===== src/rtl/riscv_instr_pkg.sv =====
// Shared fetch-stage types: queued entry layout, FSM states, canonical NOP, and a
// saturating add used by the optional performance counters.
package riscv_instr_pkg;

  localparam int          FETCH_XLEN = 32;
  localparam logic [31:0] INSTR_NOP  = 32'h0000_0013;

  typedef enum logic {
    FETCH_RUN  = 1'b0,
    FETCH_HALT = 1'b1
  } fetch_state_e;

  typedef struct packed {
    logic [FETCH_XLEN-1:0] pc;
    logic [31:0]           instr;
    logic                  fault;
  } fetch_entry_t;

  function automatic logic [31:0] perf_sat_add(input logic [31:0] a, input logic [31:0] b);
    logic [32:0] w_sum;
    w_sum = {1'b0, a} + {1'b0, b};
    return w_sum[32] ? 32'hFFFF_FFFF : w_sum[31:0];
  endfunction

endpackage


===== src/rtl/rickv_fetch_fifo.sv =====
// Synchronous FIFO with flush and occupancy count; a push into a full FIFO is
// accepted only when a pop happens in the same cycle.
module rickv_fetch_fifo #(
  parameter  int WIDTH = 8,
  parameter  int DEPTH = 4,
  localparam int CW    = $clog2(DEPTH) + 1
) (
  input  logic             clk,
  input  logic             rst_n,
  input  logic             i_flush,
  input  logic             i_push,
  input  logic [WIDTH-1:0] i_wdata,
  input  logic             i_pop,
  output logic [WIDTH-1:0] o_rdata,
  output logic [CW-1:0]    o_count
);

  localparam int AW = $clog2(DEPTH);

  logic [WIDTH-1:0] r_mem [DEPTH];
  logic [AW-1:0]    r_wptr;
  logic [AW-1:0]    r_rptr;
  logic [CW-1:0]    r_count;
  logic             w_full;
  logic             w_empty;
  logic             w_do_push;
  logic             w_do_pop;

  assign w_empty   = (r_count == '0);
  assign w_full    = (r_count == CW'(DEPTH));
  assign w_do_pop  = i_pop && !w_empty;
  assign w_do_push = i_push && (!w_full || w_do_pop);

  // Pointer and occupancy update; flush empties the queue and drops any push
  always_ff @(posedge clk) begin
    if (!rst_n) begin
      r_wptr  <= '0;
      r_rptr  <= '0;
      r_count <= '0;
    end else if (i_flush) begin
      r_wptr  <= '0;
      r_rptr  <= '0;
      r_count <= '0;
    end else begin
      if (w_do_push) r_wptr <= r_wptr + AW'(1);
      if (w_do_pop)  r_rptr <= r_rptr + AW'(1);
      r_count <= r_count + CW'(w_do_push) - CW'(w_do_pop);
    end
  end

  // Storage array, written only on an accepted push
  always_ff @(posedge clk) begin
    if (rst_n && !i_flush && w_do_push) begin
      r_mem[r_wptr] <= i_wdata;
    end
  end

  assign o_rdata = r_mem[r_rptr];
  assign o_count = r_count;

  rickv_fetch_fifo_chk u_chk (
    .clk     (clk),
    .rst_n   (rst_n),
    .i_flush (i_flush),
    .i_push  (i_push),
    .i_pop   (w_do_pop),
    .i_full  (w_full)
  );

endmodule

// Overflow checker: the credit scheme upstream must never push into a full queue.
module rickv_fetch_fifo_chk (
  input logic clk,
  input logic rst_n,
  input logic i_flush,
  input logic i_push,
  input logic i_pop,
  input logic i_full
);

  // Flags a push that would overwrite a live entry
  always_ff @(posedge clk) begin
    if (rst_n && !i_flush) begin
      assert (!(i_push && i_full && !i_pop)) else $error("rickv_fetch_fifo overflow");
    end
  end

endmodule


===== src/rtl/rickv_fetch_unit.sv =====
// Instruction fetch stage: pipelined word requests, in-order entry queue, redirect flush.
// Optional macro RICKV_FETCH_PERF_EN adds saturating perf_fetched/perf_stall/perf_flushed.
import riscv_instr_pkg::*;

module rickv_fetch_unit #(
  parameter int               XLEN       = 32,
  parameter logic [XLEN-1:0]  RESET_PC   = '0,
  parameter int               FIFO_DEPTH = 4
) (
  input  logic            clk,
  input  logic            rst_n,
  output logic            imem_req_valid,
  input  logic            imem_req_ready,
  output logic [XLEN-1:0] imem_req_addr,
  input  logic            imem_rsp_valid,
  input  logic [31:0]     imem_rsp_data,
  input  logic            imem_rsp_err,
  output logic            out_valid,
  input  logic            out_ready,
  output logic [XLEN-1:0] out_pc,
  output logic [31:0]     out_instr,
  output logic            out_fault,
  input  logic            redirect_valid,
  input  logic [XLEN-1:0] redirect_pc
`ifdef RICKV_FETCH_PERF_EN
  ,
  output logic [31:0]     perf_fetched,
  output logic [31:0]     perf_stall,
  output logic [31:0]     perf_flushed
`endif
);

  localparam int            CW        = $clog2(FIFO_DEPTH) + 1;
  localparam int            EW        = XLEN + 33;
  localparam logic [CW:0]   DEPTH_LIM = (CW+1)'(FIFO_DEPTH);

  fetch_state_e    r_state;
  fetch_state_e    w_state_nxt;
  logic [XLEN-1:0] r_pc;
  logic [XLEN-1:0] w_pc_nxt;
  logic [CW-1:0]   r_inflight;
  logic [CW-1:0]   w_inflight_nxt;
  logic [CW-1:0]   r_drop_cnt;
  logic [CW-1:0]   w_drop_nxt;
  logic            r_mis_pend;
  logic [XLEN-1:0] r_mis_pc;

  logic            w_credit_ok;
  logic            w_req_valid;
  logic            w_req_fire;
  logic            w_rsp_live;
  logic            w_pop;
  logic            w_ent_push;
  logic [EW-1:0]   w_ent_wdata;
  logic [EW-1:0]   w_head;
  logic [CW-1:0]   w_count;
  logic [XLEN-1:0] w_tag_head;
  logic [CW-1:0]   w_tag_count_unused;

  // Every outstanding request holds a queue slot, so the queue can never overflow
  assign w_credit_ok = ({1'b0, r_inflight} + {1'b0, w_count}) < DEPTH_LIM;
  assign w_req_valid = rst_n && (r_state == FETCH_RUN) && !r_mis_pend &&
                       !redirect_valid && w_credit_ok;
  assign w_req_fire  = w_req_valid && imem_req_ready;
  assign w_rsp_live  = imem_rsp_valid && (r_drop_cnt == '0) && !redirect_valid && !r_mis_pend;
  assign w_pop       = out_valid && out_ready;

  assign imem_req_valid = w_req_valid;
  assign imem_req_addr  = r_pc;

  // FSM next state: redirect restarts, a queued fault halts fetching
  always_comb begin
    w_state_nxt = r_state;
    if (redirect_valid) begin
      w_state_nxt = FETCH_RUN;
    end else if (r_mis_pend) begin
      w_state_nxt = FETCH_HALT;
    end else if (w_rsp_live && imem_rsp_err) begin
      w_state_nxt = FETCH_HALT;
    end else begin
      w_state_nxt = r_state;
    end
  end

  // FSM state register
  always_ff @(posedge clk) begin
    if (!rst_n) r_state <= FETCH_RUN;
    else        r_state <= w_state_nxt;
  end

  // PC, in-flight and stale-response bookkeeping
  always_comb begin
    w_pc_nxt       = r_pc;
    w_inflight_nxt = r_inflight + CW'(w_req_fire) - CW'(imem_rsp_valid);
    w_drop_nxt     = r_drop_cnt;
    if (redirect_valid) begin
      w_pc_nxt   = redirect_pc;
      w_drop_nxt = r_inflight - CW'(imem_rsp_valid);
    end else begin
      if (w_req_fire) w_pc_nxt = r_pc + XLEN'(4);
      else            w_pc_nxt = r_pc;
      if (imem_rsp_valid && (r_drop_cnt != '0)) w_drop_nxt = r_drop_cnt - CW'(1);
      else                                      w_drop_nxt = r_drop_cnt;
    end
  end

  // Datapath registers
  always_ff @(posedge clk) begin
    if (!rst_n) begin
      r_pc       <= RESET_PC;
      r_inflight <= '0;
      r_drop_cnt <= '0;
      r_mis_pend <= 1'b0;
      r_mis_pc   <= '0;
    end else begin
      r_pc       <= w_pc_nxt;
      r_inflight <= w_inflight_nxt;
      r_drop_cnt <= w_drop_nxt;
      r_mis_pend <= redirect_valid && (redirect_pc[1:0] != 2'b00);
      r_mis_pc   <= redirect_valid ? redirect_pc : r_mis_pc;
    end
  end

  // Entry queue write: misaligned-redirect fault or a live memory response
  always_comb begin
    w_ent_push  = 1'b0;
    w_ent_wdata = '0;
    if (redirect_valid) begin
      w_ent_push = 1'b0;
    end else if (r_mis_pend) begin
      w_ent_push  = 1'b1;
      w_ent_wdata = {r_mis_pc, INSTR_NOP, 1'b1};
    end else if (w_rsp_live) begin
      w_ent_push  = 1'b1;
      w_ent_wdata = {w_tag_head, (imem_rsp_err ? INSTR_NOP : imem_rsp_data), imem_rsp_err};
    end else begin
      w_ent_push = 1'b0;
    end
  end

  rickv_fetch_fifo #(.WIDTH(EW), .DEPTH(FIFO_DEPTH)) u_entry_fifo (
    .clk     (clk),
    .rst_n   (rst_n),
    .i_flush (redirect_valid),
    .i_push  (w_ent_push),
    .i_wdata (w_ent_wdata),
    .i_pop   (w_pop),
    .o_rdata (w_head),
    .o_count (w_count)
  );

  rickv_fetch_fifo #(.WIDTH(XLEN), .DEPTH(FIFO_DEPTH)) u_tag_fifo (
    .clk     (clk),
    .rst_n   (rst_n),
    .i_flush (redirect_valid),
    .i_push  (w_req_fire),
    .i_wdata (r_pc),
    .i_pop   (w_rsp_live),
    .o_rdata (w_tag_head),
    .o_count (w_tag_count_unused)
  );

  assign out_valid = (w_count != '0);
  assign out_pc    = out_valid ? w_head[EW-1:33] : '0;
  assign out_instr = out_valid ? w_head[32:1]    : 32'h0000_0000;
  assign out_fault = out_valid ? w_head[0]       : 1'b0;

`ifdef RICKV_FETCH_PERF_EN
  logic [31:0] r_perf_fetched;
  logic [31:0] r_perf_stall;
  logic [31:0] r_perf_flushed;
  logic [31:0] w_flush_inc;

  assign w_flush_inc = 32'(redirect_valid ? (w_count - CW'(w_pop)) : CW'(0)) +
                       32'(imem_rsp_valid && (redirect_valid || (r_drop_cnt != '0)));

  // Saturating event counters
  always_ff @(posedge clk) begin
    if (!rst_n) begin
      r_perf_fetched <= 32'h0000_0000;
      r_perf_stall   <= 32'h0000_0000;
      r_perf_flushed <= 32'h0000_0000;
    end else begin
      r_perf_fetched <= perf_sat_add(r_perf_fetched, 32'(w_pop));
      r_perf_stall   <= perf_sat_add(r_perf_stall, 32'(!out_valid && !redirect_valid));
      r_perf_flushed <= perf_sat_add(r_perf_flushed, w_flush_inc);
    end
  end

  assign perf_fetched = r_perf_fetched;
  assign perf_stall   = r_perf_stall;
  assign perf_flushed = r_perf_flushed;
`endif

endmodule

===== config.mk =====
export PLATFORM = sky130hd
export DESIGN_NAME = rickv_fetch_unit
export DESIGN_NICKNAME = d
export VERILOG_FILES = /design/src/rtl/riscv_instr_pkg.sv /design/src/rtl/rickv_fetch_fifo.sv /design/src/rtl/rickv_fetch_unit.sv
export SDC_FILE = /design/constraint.sdc
export NUM_CORES = 1
export LEC_CHECK = 0
export CELL_PAD_IN_SITES_DETAIL_PLACEMENT = 1
export CELL_PAD_IN_SITES_GLOBAL_PLACEMENT = 1
export CORE_ASPECT_RATIO = 1.75
export CORE_MARGIN = 2
export CORE_UTILIZATION = 49
export DETAILED_ROUTE_END_ITERATION = 10
export PLACE_DENSITY = 0.83
export SLEW_MARGIN = 20
export SYNTH_ARGS = -nofsm -noshare
export SYNTH_HDL_FRONTEND = slang
export SYNTH_SLANG_ARGS = --single-unit
export TNS_END_PERCENT = 30

===== constraint.sdc =====
create_clock -name clk -period 4 [get_ports clk]
set_input_delay 0.6 -clock clk [delete_from_list [all_inputs] [get_ports clk]]
set_output_delay 0.6 -clock clk [all_outputs]
set_load 0.005 [all_outputs]

==> results.toml <==
[timing]
hold_violations = 0
setup_viol = 0
holdWs_ps = 484
finClkSkew_ps = 22.0
final.setup.tns_ps = 0
setup_slack_ps = 622
fmax_mhz = 296
grt_setup_unrepaired = "false"
timing.final.crit_share = 0.844
slew_headroom = 0.226
worst_pin_slew_ps = 1160
drv_slew = 0
min_period_ps = 3380

[critical_path]
worst_r2r_startpoint = "u_entry_fifo.o_count[1]$_SDFF_PP0_"
critPathArrivalTime_ps = 2780
cp_max_fo = 27
cp-end-kind = "primary output"
critical_path.startpoint_type = "register"
worstPathRequired_ps = 3400
crit_type = "reg2out"

[clock_network]
cts-resized-gates = 0
clk_pin_slew_ps = 70
clockBufferDepth = 3
cts_num_sinks = 478
cts_buffers = 40
htree_num_levels = 2
cts_tree = "built"
cts_setup_buffers = 0
clk_latency_ps = 550
cts_hold_buffers = 0
cts-root-buf = "clkbuf_16"

[place]
dp_slack_ps = 459
dp.cells = 1783
place_congestion = 0.808
dp_hpwl_um = 31100
port_buffers = 169

[global_route]
gr-total-overflow = 0
grt_pass1_wl_um = 72100
grt_max_degree = 68
grt_pass1_vias = 12200
antenna_found_initial = 0
grt_use_total = 0.233

[routing]
postRouteAntennaNets = 0
wl_per_cell_um = 25.3
drtIter0Drc = 781
vias_per_cell = 5.90
drc = 0
drt-pass1-iter-count = 5
vias = 10900
drt_wl_total_um = 46900

[power]
p_clk_frac = 0.362
p_per_area_mw_per_mm2 = 449
p_leak_uw = 0.00758
internal-power_uw = 7990
combPwrFrac = 0.092
switching_share = 0.221
ir_drop_mv = 0.324
seq_power_share = 0.546
power.switching_uw = 2270

[yosys]
ys_warn_count = 0
synthFlopType = "edfxtp_1"
synth-edff-count = 388
ys_types = 55
synthesis.area_mm2 = 0.0192
synth_area_per_cell_um2 = 16.6
syn_inst = 1158
ys_seq_area_frac = 0.699
synth-seq-cells = 478
synthArstFlopShare = 0
syn_nets = 1253

[cells_and_area]
antenna_cells = 0
fin_cells = 1853
utilization = 0.585
fillers = 3524
final_nets = 1430
area_delta_synth_final_pct = 18.7
drive_gt1_frac = 0.155

[min_path]
hp-class = "reg2reg"
min-delay-start = "r_mis_pc[24]$_SDFFE_PN0P_"

[die]
rows = 96
die_w_um = 154
die_y_um = 266
initial_core_util = 0.493
io_pins = 170
core_area_mm2 = 0.0390
dieArea_mm2 = 0.0409

[status]
status = "finished, final reports clean"

[flow_run]
drv_cap = 0
## cell usage in the layout (no fill, tap or decap), types with 29 or more instances in the layout
cell / n
edfxtp_1: 388
clkdlybuf4s50_1: 168
and2_1: 109
mux4_2: 97
dfxtp_1: 86
nor2_1: 53
nand2_1: 48
clkbuf_16: 42
a21oi_1: 41
a22o_1: 32
nand3_1: 29
## routing by layer
layer | up-vias | global-route usage | part of all wire
li1 | 4823 | - | -
met1 | 5670 | 0.267 | 0.37
met2 | 340 | 0.438 | 0.55
met3 | 97 | 0.0270 | 0.040
met4 | 0 | 0.101 | 0.038
met5 | - | 0 | 0
## worst max-delay path, stage by stage, from the launching register on
cell and delay [ps]:
dfxtp_2 720, buf_4 490, mux4_2 390, and2_1 180
clkdlybuf4s50_1 440
## sequential cells by signal, summed over array words and instances, names as in the netlist, named ones only
register / cells
u_entry_fifo.r_mem: 260
u_tag_fifo.r_wptr: 2
r_mis_pend: 1
r_state: 1
u_entry_fifo.o_count: 3
u_entry_fifo.r_wptr: 2
r_drop_cnt: 3
u_tag_fifo.o_count: 3
u_entry_fifo.r_rptr: 2
u_tag_fifo.r_rptr: 2
r_mis_pc: 32
r_inflight: 3
u_tag_fifo.r_mem: 128
imem_req_addr: 32
## power groups by stage
stage	Clock, uW	Combinational, uW	Sequential [uW]
global route	3940	1030	5610
floorplan	0	486	5670
global placement	0	919	5690
detailed placement	0	957	5700
finish	3710	948	5600
CTS	3780	967	5600
## logic make-up (layout without fill, tap and decap cells)
family,Yosys count,count (layout),synth area share
mux,123,123,0.127
flops,478,478,0.699
compound gates,120,120,0.0423
simple gates,304,304,0.0854
fa+ha+maj,24,24,0.0168
xor+xnor,22,22,0.0100
buf+inv,87,292,0.0191
## through the flow
stage	cell area, um^2	power, uW
floorplan	19200	6150
global placement	21600	6610
detailed placement	21600	6660
CTS	22800	10300
global route	22800	10600
finish	22800	10300
## worst paths after layout
path,endpoint,slack [ps],cells past startpoint
setup / recovery,out_instr[22],620,4
hold / removal,r_mis_pc[24]$_SDFFE_PN0P_,480,2
setup reg to reg,u_tag_fifo.o_count[2]$_SDFF_PP0_,870,11
hold reg to reg,r_mis_pc[24]$_SDFFE_PN0P_,480,2
## cells in the mapped netlist, types with 2 or more instances
library cell | instances | area [um^2]
a211oi_1 | 6 | 45.0
a21oi_1 | 41 | 205
a22o_1 | 32 | 280
a31oi_1 | 6 | 37.5
and2_1 | 109 | 682
and3_1 | 13 | 81.3
and4_1 | 2 | 17.5
buf_1 | 5 | 18.8
buf_2 | 14 | 70.1
clkbuf_1 | 41 | 154
clkbuf_8 | 2 | 27.5
dfxtp_1 | 90 | 1800
edfxtp_1 | 388 | 11700
fa_1 | 3 | 60.1
ha_1 | 21 | 263
inv_1 | 23 | 86.3
mux2_2 | 3 | 33.8
mux2i_1 | 22 | 220
mux4_2 | 97 | 2180
nand2_1 | 48 | 180
nand2b_1 | 2 | 12.5
nand3_1 | 29 | 145
nand3b_1 | 3 | 22.5
nand4_1 | 13 | 81.3
nor2_1 | 55 | 206
nor3_1 | 10 | 50.1
nor4_1 | 3 | 18.8
nor4b_1 | 2 | 17.5
o211ai_1 | 5 | 37.5
o21a_1 | 2 | 15.0
o21ai_0 | 18 | 90.1
o31a_1 | 2 | 17.5
or3_1 | 6 | 37.5
xnor2_1 | 11 | 96.3
xor2_1 | 11 | 96.3
## area by class of cell
class                   instances  area (um^2)  share of cell area
flip-flops and latches        478        13500               0.589
clock buffers                  54         1110              0.0484
clock inverters                16          114             0.00498
well taps                     490          613              0.0268
inverters                      24         90.1             0.00394
multi-input cells             593         5470               0.239
repair buffers                198         1990              0.0872
(Power assumes the default switching activity.)
